$ cat src/rtl/basic_handshake_completer.sv
// rtl/basic_handshake_completer.sv - valid/busy handshake receiver: capture FIFO, registered busy, fixed-latency processing FSM
module basic_handshake_completer #(
    parameter int DSIZE       = 4,
    parameter int DEPTH       = 4,
    parameter int PROC_CYCLES = 3
) (
    input  logic                     clk,
    input  logic                     rstn,
    input  logic                     valid_in,
    input  logic [DSIZE-1:0]         data_in,
    output logic                     busy,
    output logic                     valid_out,
    output logic [DSIZE-1:0]         data_out,
    output logic [$clog2(DEPTH):0]   level,
    output logic                     overflow
);

    localparam int AW = $clog2(DEPTH);
    localparam int LW = AW + 1;
    localparam int CW = (PROC_CYCLES > 1) ? $clog2(PROC_CYCLES) : 1;

    localparam logic [LW-1:0] LEVEL_FULL     = LW'(DEPTH);
    localparam logic [LW-1:0] LEVEL_BUSY     = LW'(DEPTH - 1);
    localparam logic [CW-1:0] CNT_LAST       = CW'(PROC_CYCLES - 1);

    typedef enum logic [1:0] {
        IDLE = 2'd0,
        PROC = 2'd1,
        DONE = 2'd2
    } state_t;

    state_t            state;
    state_t            state_next;
    logic [CW-1:0]     cnt;
    logic [CW-1:0]     cnt_next;

    logic [DSIZE-1:0]  mem [DEPTH];
    logic [AW-1:0]     wptr;
    logic [AW-1:0]     rptr;
    logic [DSIZE-1:0]  work;

    logic              pop;
    logic              push;
    logic              drop;
    logic [LW-1:0]     level_next;

    // FIFO control: the FSM pops only from IDLE; a push at full is legal only when it coincides with a pop
    always_comb begin
        pop        = (state == IDLE) && (level != '0);
        push       = valid_in && ((level != LEVEL_FULL) || pop);
        drop       = valid_in && !push;
        level_next = level;
        case ({push, pop})
            2'b10:   level_next = level + LW'(1);
            2'b01:   level_next = level - LW'(1);
            default: level_next = level;
        endcase
    end

    // FIFO storage carries no reset; only pointers and level define what is valid
    always_ff @(posedge clk) begin
        if (push) begin
            mem[wptr] <= data_in;
        end
    end

    // Pointers, occupancy, busy and the sticky overflow flag
    always_ff @(posedge clk or negedge rstn) begin
        if (!rstn) begin
            wptr     <= '0;
            rptr     <= '0;
            level    <= '0;
            busy     <= 1'b0;
            overflow <= 1'b0;
        end else begin
            if (push) begin
                wptr <= wptr + AW'(1);
            end
            if (pop) begin
                rptr <= rptr + AW'(1);
            end
            level <= level_next;
            // one slot stays reserved for the word already in flight when the requester sees busy
            busy  <= (level_next >= LEVEL_BUSY);
            if (drop) begin
                overflow <= 1'b1;
            end
        end
    end

    // Processing FSM next-state and counter logic
    always_comb begin
        state_next = state;
        cnt_next   = cnt;
        case (state)
            IDLE: begin
                if (level != '0) begin
                    state_next = PROC;
                    cnt_next   = '0;
                end
            end
            PROC: begin
                if (cnt == CNT_LAST) begin
                    state_next = DONE;
                end else begin
                    cnt_next = cnt + CW'(1);
                end
            end
            DONE: begin
                state_next = IDLE;
            end
            default: begin
                state_next = IDLE;
                cnt_next   = '0;
            end
        endcase
    end

    // FSM state, work register and registered completion outputs
    always_ff @(posedge clk or negedge rstn) begin
        if (!rstn) begin
            state     <= IDLE;
            cnt       <= '0;
            work      <= '0;
            valid_out <= 1'b0;
            data_out  <= '0;
        end else begin
            state <= state_next;
            cnt   <= cnt_next;
            if (pop) begin
                work <= mem[rptr];
            end
            // valid_out is high exactly while the FSM sits in DONE
            valid_out <= (state_next == DONE);
            if (state_next == DONE) begin
                data_out <= work;
            end
        end
    end

endmodule

$ cat config.mk
export PLATFORM = sky130hd
export DESIGN_NAME = basic_handshake_completer
export DESIGN_NICKNAME = d
export VERILOG_FILES = /design/src/rtl/basic_handshake_completer.sv
export SDC_FILE = /design/constraint.sdc
export NUM_CORES = 1
export LEC_CHECK = 0
export BUFFER_PORTS_ARGS = -buffer_cell sky130_fd_sc_hd__buf_4
export CORE_MARGIN = 2
export CORE_UTILIZATION = 45
export CTS_CLUSTER_DIAMETER = 150
export DETAILED_ROUTE_END_ITERATION = 6
export PLACE_DENSITY_LB_ADDON = 0.08
export SYNTH_ARGS = -nofsm -noshare
export SYNTH_HDL_FRONTEND = slang
export SYNTH_SLANG_ARGS = --single-unit
$ cat constraint.sdc
create_clock -name clk -period 3.4 [get_ports clk]
set_clock_uncertainty 0.1 [all_clocks]
set_input_delay 0.17 -clock clk [delete_from_list [all_inputs] [get_ports clk]]
set_output_delay 0.17 -clock clk [all_outputs]
set_load 0.02 [all_outputs]
=== Word-level counts from Yosys, hierarchy flattened ===
Memories as Yosys holds them, arrays and structs flattened. A register that Yosys moved wholly into a read port is not among the register bits.
Index checks and enable logic that the tools add are counted.
W data, S select, Z words.

* Add/sub/neg operators: 5
* $lt $le $gt $ge: 1
* Equality and inequality tests: 9
* Muxes and demuxes: 9
* Bitwise gates (word level): 1
* Reductions and logical operators: 9

{| class="wikitable"
|+ Operator list
! cell !! number
|-
| $eq A2 B2 Y1 const B || 4
|-
| $mux W2 || 4
|-
| $add A2 B1 Y2 const B || 3
|-
| $pmux W2 S3 || 1
|-
| $pmux W3 S2 || 1
|-
| $eq A2 B1 Y1 const B || 2
|-
| $pmux W2 S2 || 1
|-
| $add A3 B1 Y3 const B || 1
|-
| $ge A3 B2 Y1 const B || 1
|-
| $logic_and A1 B1 Y1 || 3
|-
| $ne A3 B3 Y1 const B || 1
|-
| $reduce_and A3 Y1 || 1
|-
| $reduce_bool A3 Y1 || 1
|-
| $sub A3 B1 Y3 const B || 1
|-
| $logic_not A1 Y1 || 2
|-
| $logic_not A2 Y1 || 1
|-
| $mux W1 || 2
|-
| $ne A2 B1 Y1 const B || 1
|-
| $ne A2 B2 Y1 const B || 1
|-
| $logic_or A1 B1 Y1 || 1
|-
| $not A1 Y1 || 1
|}

* Register bits: 18
* Bits in writable memories: 16
* Bits of input ports: 7
* Output and inout port bits: 10
* Word-level logic and storage cells: 44
* Memories: 1

{| class="wikitable"
|+ Memories
! name !! depth !! bits a word !! read ports !! clocked after Yosys merged registers in !! write ports !! RTL line !! RTL
|-
| mem || 4 || 4 || 1 || 1 || 1 || 37 || <nowiki>logic [DSIZE-1:0] mem [DEPTH];</nowiki>
|}

=== Logic depth before layout (Yosys ltp) ===
Gate-level depths: netlist of run 1.

* Depth after elaboration: 7
* Gate-level depth with buffers: 9
* Mapped depth without buffers: 7

=== Least setup slack after synthesis of run 1 ===
No wires, ideal clock.

* Path kind: reg-to-reg
* From: register level[1]
* To: register busy
* Library setup time: 126 ps
* Data arrival time: 2378 ps
* Required time: 3174 ps
* Setup slack: 796 ps
* Cell stages (with the launch flop): 9
* Cell sequence: dfrtp_1 > clkbuf_1 > nor3_1 > nor3_1 > fa_1 > or4_1 > a32oi_1 > o21ai_1 > a221o_1

* Cells in the longest elaborated chain, start to end: 7
* Elaborated cells between the ends (all ways): 11
* Classes of those cells: 2 x add/sub; 1 x order compare; 3 x eq/ne; 1 x mux; 4 x reduce/logical

{| class="wikitable"
|+ Ends and longest elaborated chain
! element !! RTL line !! RTL
|-
| start: declaration || 14 || <nowiki>output logic [$clog2(DEPTH):0] level,</nowiki>
|-
| start signal: assignment || 82 || <nowiki>level <= level_next;</nowiki>
|-
| $reduce_bool A3 Y1 || 49 || <nowiki>pop = (state == IDLE) && (level != '0);</nowiki>
|-
| $logic_and A1 B1 Y1 || 49 ||
|-
| $logic_or A1 B1 Y1 || 50 || <nowiki>push = valid_in && ((level != LEVEL_FULL) || pop);</nowiki>
|-
| $logic_and A1 B1 Y1 || 50 ||
|-
| $eq A2 B1 Y1 or $eq A2 B2 Y1 (tied branches) || 53 || <nowiki>case ({push, pop})</nowiki>
|-
| $pmux W3 S2 (*) || 53 ||
|-
| named net level_next[2] || 45 || <nowiki>logic [LW-1:0] level_next;</nowiki>
|-
| $ge A3 B2 Y1 (*) || 84 || <nowiki>busy <= (level_next >= LEVEL_BUSY);</nowiki>
|-
| end signal: assignment || 84 ||
|-
| end: declaration || 11 || <nowiki>output logic busy,</nowiki>
|}

Mark *: on every way through the listed nets, which the timed path passes. The rest lies on a longest branch.
A chain may end at the register's enable or synchronous reset.

=== Final worst setup path of run 1 ===
* From: register level[2]
* To: register busy

The elaborated chain is that of the path after synthesis.

==> Implementation_results.wiki, run 1 <==
{| class="wikitable"
! Metric !! Value
|-
| Status || completed
|-
| Switching pwr || 685.0 uW
|-
| Reg2Reg Setup Slack || 760 ps
|-
| Final worst-path cycle share || 77.64%
|-
| Critical Path Most Common Cell || nor3_1
|-
| DRT Pass-1 Iters || 4
|-
| Most frequently used cell type in the post-synthesis netlist || dfrtp_1
|-
| Buffers & Inverters on Critical Path || 0
|-
| GRT met1 Usage || 20.23%
|-
| Worst reg2reg startpoint || level[2]
|-
| Final hold violation count || 0
|-
| Number of design-rule violations left by the first detailed-router iteration || 53
|-
| Clock tree from TritonCTS || done
|-
| Floorplan Core Area || 0.003661 mm^2
|-
| HPWL reported at the end of detailed placement || 1.993 mm
|-
| Sequential share of the synthesized area || 60.37%
|-
| Hold Startpoint || valid_in
|-
| Port Buffer Count || 16
|-
| Dominant synthesized flop cell || dfrtp_1
|-
| Source of the critical timing path || level[2]
|-
| Unrepaired setup endpoints after global routing || no
|-
| GRT Total Usage || 15.64%
|-
| Global routing usage on met3 || 4.452%
|-
| Vias per cell || 5.118
|-
| Total of cells resized after clock tree synthesis || 0
|-
| Via count of the first global-routing pass || 1101
|-
| Total Die Area || 0.004304 mm^2
|-
| Cell depth of the worst flop-to-flop path || 7
|-
| Cell type with the largest total area after synthesis || dfrtp_1
|-
| Grt ovf || 0
|-
| Summed instance area of the synthesized netlist || 0.001708 mm^2
|-
| Placed Cells incl. Taps || 191
|-
| Die W || 65.61 um
|-
| Maximum vdd drop || 0.0004639 V
|-
| Cell chosen for the clock root || clkbuf_8
|-
| CP Depth || 7
|-
| Effective utilization at floorplan || 46.65%
|-
| Mean routed wirelength per cell || 13.96 um
|-
| Crit path time final || 2640 ps
|-
| Last element of the critical path || busy
|-
| Post-synthesis async set-or-reset flop share || 57.89%
|-
| Mapped Nets || 149
|-
| Final weighted congestion in routability-driven placement || 0.8540
|-
| Clock buffer count from CTS || 5
|-
| Top-level port count || 17
|-
| Cells after Synth || 136
|-
| Ranking of synthesized cells by area || dfrtp_1 (32%), edfxtp_1 (28%), mux4_2 (5.3%)
|-
| Switching part of the total power || 34.62%
|-
| Max Fclk || 378.8 MHz
|-
| Clock buffer depth || 2
|-
| Cell with the largest stage delay on the worst path || dfrtp_1
|-
| Worst Path Required || 3470 ps
|-
| Register share of total power || 41.4%
|-
| Clock transition at the registers of the reported paths || 80 ps
|-
| Number of antenna cells inserted || 0
|-
| Terminus of the critical flop-to-flop path || busy
|-
| Slew at the pin with the worst max-slew slack || 526.2 ps
|-
| Setup Buffers After CTS || 0
|-
| Power per cell area || 973.7 mW/mm^2
|-
| First-pass GRT wire length || 5.002 mm
|-
| Number of enable flip-flop cells after synthesis || 16
|-
| Synthesized flop and latch total || 38
|-
| Critical path peak fanout || 12
|-
| Antenna violations before repair || 0
|-
| Critical path class || reg2reg
|-
| Worst slew slack as a fraction of its limit || 64.76%
|-
| Max-capacitance violation count || 0
|-
| Internal cell power || 1293 uW
|-
| Residual DRC count || 0
|-
| Grt met2 use || 25.26%
|-
| Summed negative setup slack over all endpoints || 0 ps
|-
| Critical path's top delay family || simple AND/OR/NAND/NOR gates
|-
| Die Ht || 65.61 um
|-
| Final core utilization || 55.50%
|-
| Synthesized area per cell || 12.56 um^2
|-
| Hold-fix buffers, CTS || 5
|-
| Number of vias after detailed routing || 1044
|-
| Post-route ant nets || 0
|-
| Leading post-synthesis cells by instance count || dfrtp_1 (22), edfxtp_1 (16), nand2_1 (16)
|-
| Logic gate share of total power || 35.6%
|-
| Share of final-layout standard cells stronger than drive strength 1 || 22.44%
|-
| Static leakage || 0.0008550 uW
|-
| Post-synthesis cell type count || 36
|-
| Final Non-Filler Cells || 204
|-
| Clock network fraction of total power || 23.0%
|-
| Clock latency on the worst-skew pair || 290 ps
|-
| CTS HTree Levels || 2
|-
| Highest cell delay on the worst timing path || 500 ps
|-
| Sinks on Clock Net || 38
|-
| Area share of the leading cell type in the synthesized netlist || 32.23%
|-
| # rows || 22
|-
| Pins Over Slew Limit || 0
|-
| Cell chain of the critical path || nor3_1, nor3_1, fa_1, or4_1, a32oi_1, o21ai_1, a221o_1
|-
| Number of warnings issued by yosys || 0
|-
| Area Overhead vs Synth || 18.97%
|-
| Nets || 168
|-
| Worst min-delay path category || in2reg
|-
| Endpoint kind of the worst setup timing path || register
|-
| DRT Wirelength || 2.847 mm
|-
| Largest net degree at the start of global routing || 23
|-
| Most utilized layer in the global route result || met2
|-
| Category of the worst setup path launch point || register
|-
| Worst Path Arrival || 2710 ps
|-
| Total setup violations reported at the end of the flow || 0
|}
==> routing by layer <==
metal,vias up,routed length [um]
met5,-,0
met2,24,1418
met1,505,1256
met4,0,24
li1,511,-
met3,4,147
==> cell type report <==
cell class                 count  area, um^2
clock buffer                   5       68.82
sequential                    38        1031
fill                         333        1629
clock inverter                 3       68.82
multi-input combinational     81       603.1
tap                           48       60.06
inverter                       8       30.03
timing repair buffer          21       170.2
==> registers in the layout (all words and copies together), names as in the netlist <==
register / count
valid_out: 1
work: 4
level: 3
busy: 1
wptr: 2
rptr: 2
mem: 16
state: 2
overflow: 1
cnt: 2
data_out: 4
==> power groups by stage <==
stage	clock network, uW	registers, uW	logic (uW)
after CTS	465	824	715
after global routing	486	846	801
after global placement	0	823	689
final	455	819	705
after detailed placement	0	834	706
after floorplan	0	803	534
==> placed cells by master (no fill, tap or decap), drive strengths merged, types with 3 or more instances in the layout <==
master / instances
a21oi: 3
and2: 5
buf: 16
clkbuf: 5
dfrtp: 22
dlygate4sd3: 5
edfxtp: 16
ha: 5
inv: 8
mux2: 5
mux4: 4
nand2: 16
nor2: 7
nor3: 3
o21ai: 7
xnor2: 3
==> logic make-up (layout without fill, tap and decap cells) <==
family                   after synthesis  after routing  synth area share (%)
buffers and inverters                 17             37                 4.322
multiplexers                          10             10                 9.158
AO/OA/AOI/OAI                         21             21                 7.912
AND/OR/NAND/NOR                       39             39                 10.84
adder cells (fa/ha/maj)                6              6                 4.835
flip-flops                            38             38                 60.37
XOR/XNOR                               5              5                 2.565
==> worst min-delay path by stage <==
stage	endpoint	slack [ps]	cells past startpoint
final	overflow	130	2
after global routing	overflow	140	2
after CTS	overflow	110	2
after detailed placement	valid_out	-20	1
after global placement	valid_out	-30	1
after floorplan	busy	-230	0
==> per-stage QoR <==
| step | setup WS, ps | area (um^2) | hold WS (ps) | total power (uW) |
|---|---|---|---|---|
| final | 760.2 | 2032 | 125.9 | 1978 |
| after CTS | 750.2 | 2032 | 114.8 | 2003 |
| after global routing | 587.7 | 2032 | 144.2 | 2133 |
| after detailed placement | 765.6 | 1844 | -16.45 | 1540 |
| after floorplan | 795.8 | 1708 | -225.6 | 1337 |
| after global placement | 853.0 | 1844 | -25.68 | 1512 |
No activity file was read; power rests on OpenSTA's default activity.
==> run 2, diff against run 1 <==
ABC_AREA = 1   (was unset)
clock period = 2.19 ns   (was 3.4 ns; I/O delays follow)
==> run 2 against run 1 <==
Net effect:
- sequential cell count is the same
- worst hold slack got worse by 46 ps
- wire length decreased by 3.2%
- via count increased by 4.0%
- setup slack got worse by 400 ps
- global-route usage is essentially flat
- critical path depth up 4
- first-iteration DRC count down 30%
- maximum frequency up 44%
- non-clock buffer count is the same
- utilization rose by 0.10 points
- power grew 51%
- critical endpoint unchanged
- largest power group is now combinational logic
==> Implementation_results.wiki, run 2 <==
{| class="wikitable"
! Metric !! Value
|-
| Status || completed
|-
| Final core utilization || 55.60% (+0.10 points)
|-
| Nets || 197 (+17%)
|-
| Max Fclk || 547.0 MHz (+44%)
|-
| Synthesized flop and latch total || 38 (unchanged)
|-
| Worst reg2reg startpoint || level[1]
|-
| Crit path time final || 1828 ps (-811.7 ps)
|-
| # rows || 22 (unchanged)
|-
| Maximum vdd drop || 0.0007254 V (+56%)
|-
| Cell type with the largest total area after synthesis || dfrtp_1
|-
| Final Non-Filler Cells || 232 (+14%)
|-
| Summed instance area of the synthesized netlist || 0.001717 mm^2 (+0.51%)
|-
| Unrepaired setup endpoints after global routing || no
|-
| Vias per cell || 4.681 (-8.5%)
|-
| Clock buffer depth || 2 (unchanged)
|-
| Grt ovf || 0 (unchanged)
|-
| DRT Pass-1 Iters || 4 (unchanged)
|-
| Port Buffer Count || 16 (unchanged)
|-
| HPWL reported at the end of detailed placement || 1.972 mm (-1.0%)
|-
| Slew at the pin with the worst max-slew slack || 434.0 ps (-92.15 ps)
|-
| Setup slack after placement || 349.4 ps (-416.2 ps)
|-
| Most utilized layer in the global route result || met2
|-
| Worst Slack Setup Final || 361.9 ps (-398.3 ps)
|-
| Reg2Reg Setup Slack || 360 ps (-400 ps)
|-
| Dominant synthesized flop cell || dfrtp_1
|-
| Post-synthesis cell type count || 26 (-28%)
|-
| Total Die Area || 0.004325 mm^2 (+0.49%)
|-
| Synthesized area per cell || 10.80 um^2 (-14%)
|-
| Grt met2 use || 26.01% (+0.75 points)
|-
| Register containing the most flip-flops in the final layout || mem
|-
| Number of design-rule violations left by the first detailed-router iteration || 37 (-30%)
|-
| Worst Path Arrival || 1910 ps (-800 ps)
|-
| Max-capacitance violation count || 0 (unchanged)
|-
| Post-DP Area || 0.001883 mm^2 (+2.1%)
|-
| Mux cell area share after synthesis || 0.8746% (-8.3 points)
|-
| Die W || 65.77 um (+0.24%)
|-
| Die Ht || 65.77 um (+0.24%)
|-
| DRT Wirelength || 2.755 mm (-3.2%)
|-
| Number of vias after detailed routing || 1086 (+4.0%)
|-
| First-pass GRT wire length || 4.871 mm (-2.6%)
|-
| Effective utilization at floorplan || 46.89% (+0.24 points)
|-
| Number of warnings issued by yosys || 0 (unchanged)
|-
| Final worst-path cycle share || 83.48% (+5.8 points)
|-
| Critical path peak fanout || 8 (-4)
|-
| Hold-fix buffers, CTS || 5 (unchanged)
|-
| Cells after Synth || 159 (+17%)
|-
| Largest register FFs || 16 (unchanged)
|-
| Synth Area in Compound Gates || 7.507% (-0.40 points)
|-
| Critical path class || reg2reg
|-
| Residual DRC count || 0 (unchanged)
|-
| Post-route ant nets || 0 (unchanged)
|-
| Fill cell instance count of the final layout || 331 (-0.60%)
|-
| Commonest non-fill, non-tap cells in the layout || nor2_1 (22), dfrtp_1 (22), inv_1 (18)
|-
| Sequential share of the synthesized area || 60.06% (-0.31 points)
|-
| Clock latency on the worst-skew pair || 290 ps (about the same)
|-
| Worst min-delay path category || in2reg
|-
| Total setup violations reported at the end of the flow || 0 (unchanged)
|-
| GRT met1 Usage || 16.84% (-3.4 points)
|-
| Final weighted congestion in routability-driven placement || 0.7492 (-12%)
|-
| Summed negative setup slack over all endpoints || 0 ps (unchanged)
|-
| Power per cell area || 1472 mW/mm^2 (+51%)
|-
| Adder-cell area share of the yosys netlist || 4.810% (-0.025 points)
|-
| Clock transition at the registers of the reported paths || 70 ps (about the same)
|-
| Static leakage || 0.0009268 uW (+8.4%)
|-
| Worst slew slack as a fraction of its limit || 70.96% (+6.2 points)
|-
| Main combinational cell family by area after synthesis || simple AND/OR/NAND/NOR gates
|-
| Category of the worst setup path launch point || register
|-
| Largest net degree at the start of global routing || 23 (unchanged)
|-
| Area Overhead vs Synth || 18.59%
|-
| Endpoint kind of the worst setup timing path || register
|-
| Share of final-layout standard cells stronger than drive strength 1 || 23.91% (+1.5 points)
|-
| Clock tree from TritonCTS || done
|-
| Global routing usage on met3 || 5.651% (+1.2 points)
|-
| Hold Startpoint || valid_in
|-
| Ranking of synthesized cells by area || dfrtp_1 (32%), edfxtp_1 (28%), nor2_1 (4.8%)
|-
| Total of cells resized after clock tree synthesis || 0 (unchanged)
|-
| GRT Total Usage || 15.68% (+0.044 points)
|-
| Worst Path Required || 2270 ps (-1200 ps)
|-
| Post-synthesis async set-or-reset flop share || 57.89% (unchanged)
|-
| Leading post-synthesis cells by instance count || dfrtp_1 (22), nor2_1 (22), inv_1 (18)
|-
| Simple-gate area share of the yosys netlist || 19.68% (+8.8 points)
|-
| Placed Cells incl. Taps || 220 (+15%)
|-
| Top-level port count || 17 (unchanged)
|-
| Setup Buffers After CTS || 0 (unchanged)
|-
| Mapped Nets || 172 (+15%)
|-
| Floorplan Core Area || 0.003661 mm^2 (unchanged)
|-
| Cell chosen for the clock root || clkbuf_8
|-
| Largest registers || mem x16, data_out x4, work x4
|-
| Via count of the first global-routing pass || 1112 (+1.0%)
|-
| Post-Synth XOR/XNOR Area || 1.020% (-1.5 points)
|-
| Final hold violation count || 0 (unchanged)
|-
| Sinks on Clock Net || 38 (unchanged)
|-
| Number of enable flip-flop cells after synthesis || 16 (unchanged)
|-
| Number of antenna cells inserted || 0 (unchanged)
|-
| Mean routed wirelength per cell || 11.88 um (-15%)
|-
| Source of the critical timing path || level[1]
|-
| CTS HTree Levels || 2 (unchanged)
|-
| Design Area, Final || 0.002036 mm^2 (+0.18%)
|-
| Pins Over Slew Limit || 0 (unchanged)
|-
| Clock buffer count from CTS || 5 (unchanged)
|-
| Antenna violations before repair || 0 (unchanged)
|-
| Area share of the leading cell type in the synthesized netlist || 32.07% (-0.16 points)
|}
==> run 2: cell types whose count changed in the layout (fill, tap and decap cells not counted), sizes merged, moves of 5 or more <==
cell / delta
and2: -5
inv: +16
nor2: +19
nand3: +9
nand2: +7
o21ai: +16
==> run 2: report_power, final <==
group / internal (uW) / switching (uW)
sequential: 1010 / 178
clock: 329 / 226
combinational: 487 / 769
==> run 2: logic make-up after synthesis <==
| kind of cell | count (synthesis) |
|---|---|
| compound gates | 25 |
| xor+xnor | 2 |
| simple gates | 60 |
| buf+inv | 27 |
| flops | 38 |
| mux | 1 |
| fa+ha+maj | 6 |
==> run 2: path summary, 6_finish.rpt <==
check | cells past startpoint | endpoint
setup / recovery | 11 | busy
hold / removal | 2 | overflow
setup reg to reg | 11 | busy
hold reg to reg | 1 | overflow
max in group asynchronous | 2 | work[3]
min in group asynchronous | 2 | level[1]
==> run 2: worst max-delay path, cell delays in order (launching register included) <==
cell and delay [ps]:
dfrtp_1 450, nor2_4 180, nand2_4 90, nand2_8 120, nor2_8 40, fa_1 380
inv_1 80, nand2_2 50, nand2_1 60, nand2_1 40, nand2_1 70, nand2_1 50
==> run 2: stage by stage <==
step	total power (uW)	hold slack [ps]
final	2996	79.67
after global routing	3267	77.81
after CTS	3046	69.18
after detailed placement	2475	-81.48
after global placement	2430	-86.17
after floorplan	2122	-286.1
==> run 2: area by class of cell <==
type | count | area [um^2] | share of cell area (%)
flip-flops and latches | 38 | 1031 | 50.65
multi-input cells | 94 | 581.8 | 28.58
repair buffers | 21 | 170.2 | 8.359
inverters | 24 | 90.09 | 4.425
clock buffers | 5 | 68.82 | 3.380
well taps | 48 | 60.06 | 2.950
clock inverters | 2 | 33.78 | 1.659
==> run 2: metal layers <==
layer | vias up | share of wire, %
met5 | - | 0
met1 | 489 | 43
li1 | 563 | -
met4 | 0 | 2.7
met3 | 8 | 4.6
met2 | 26 | 50
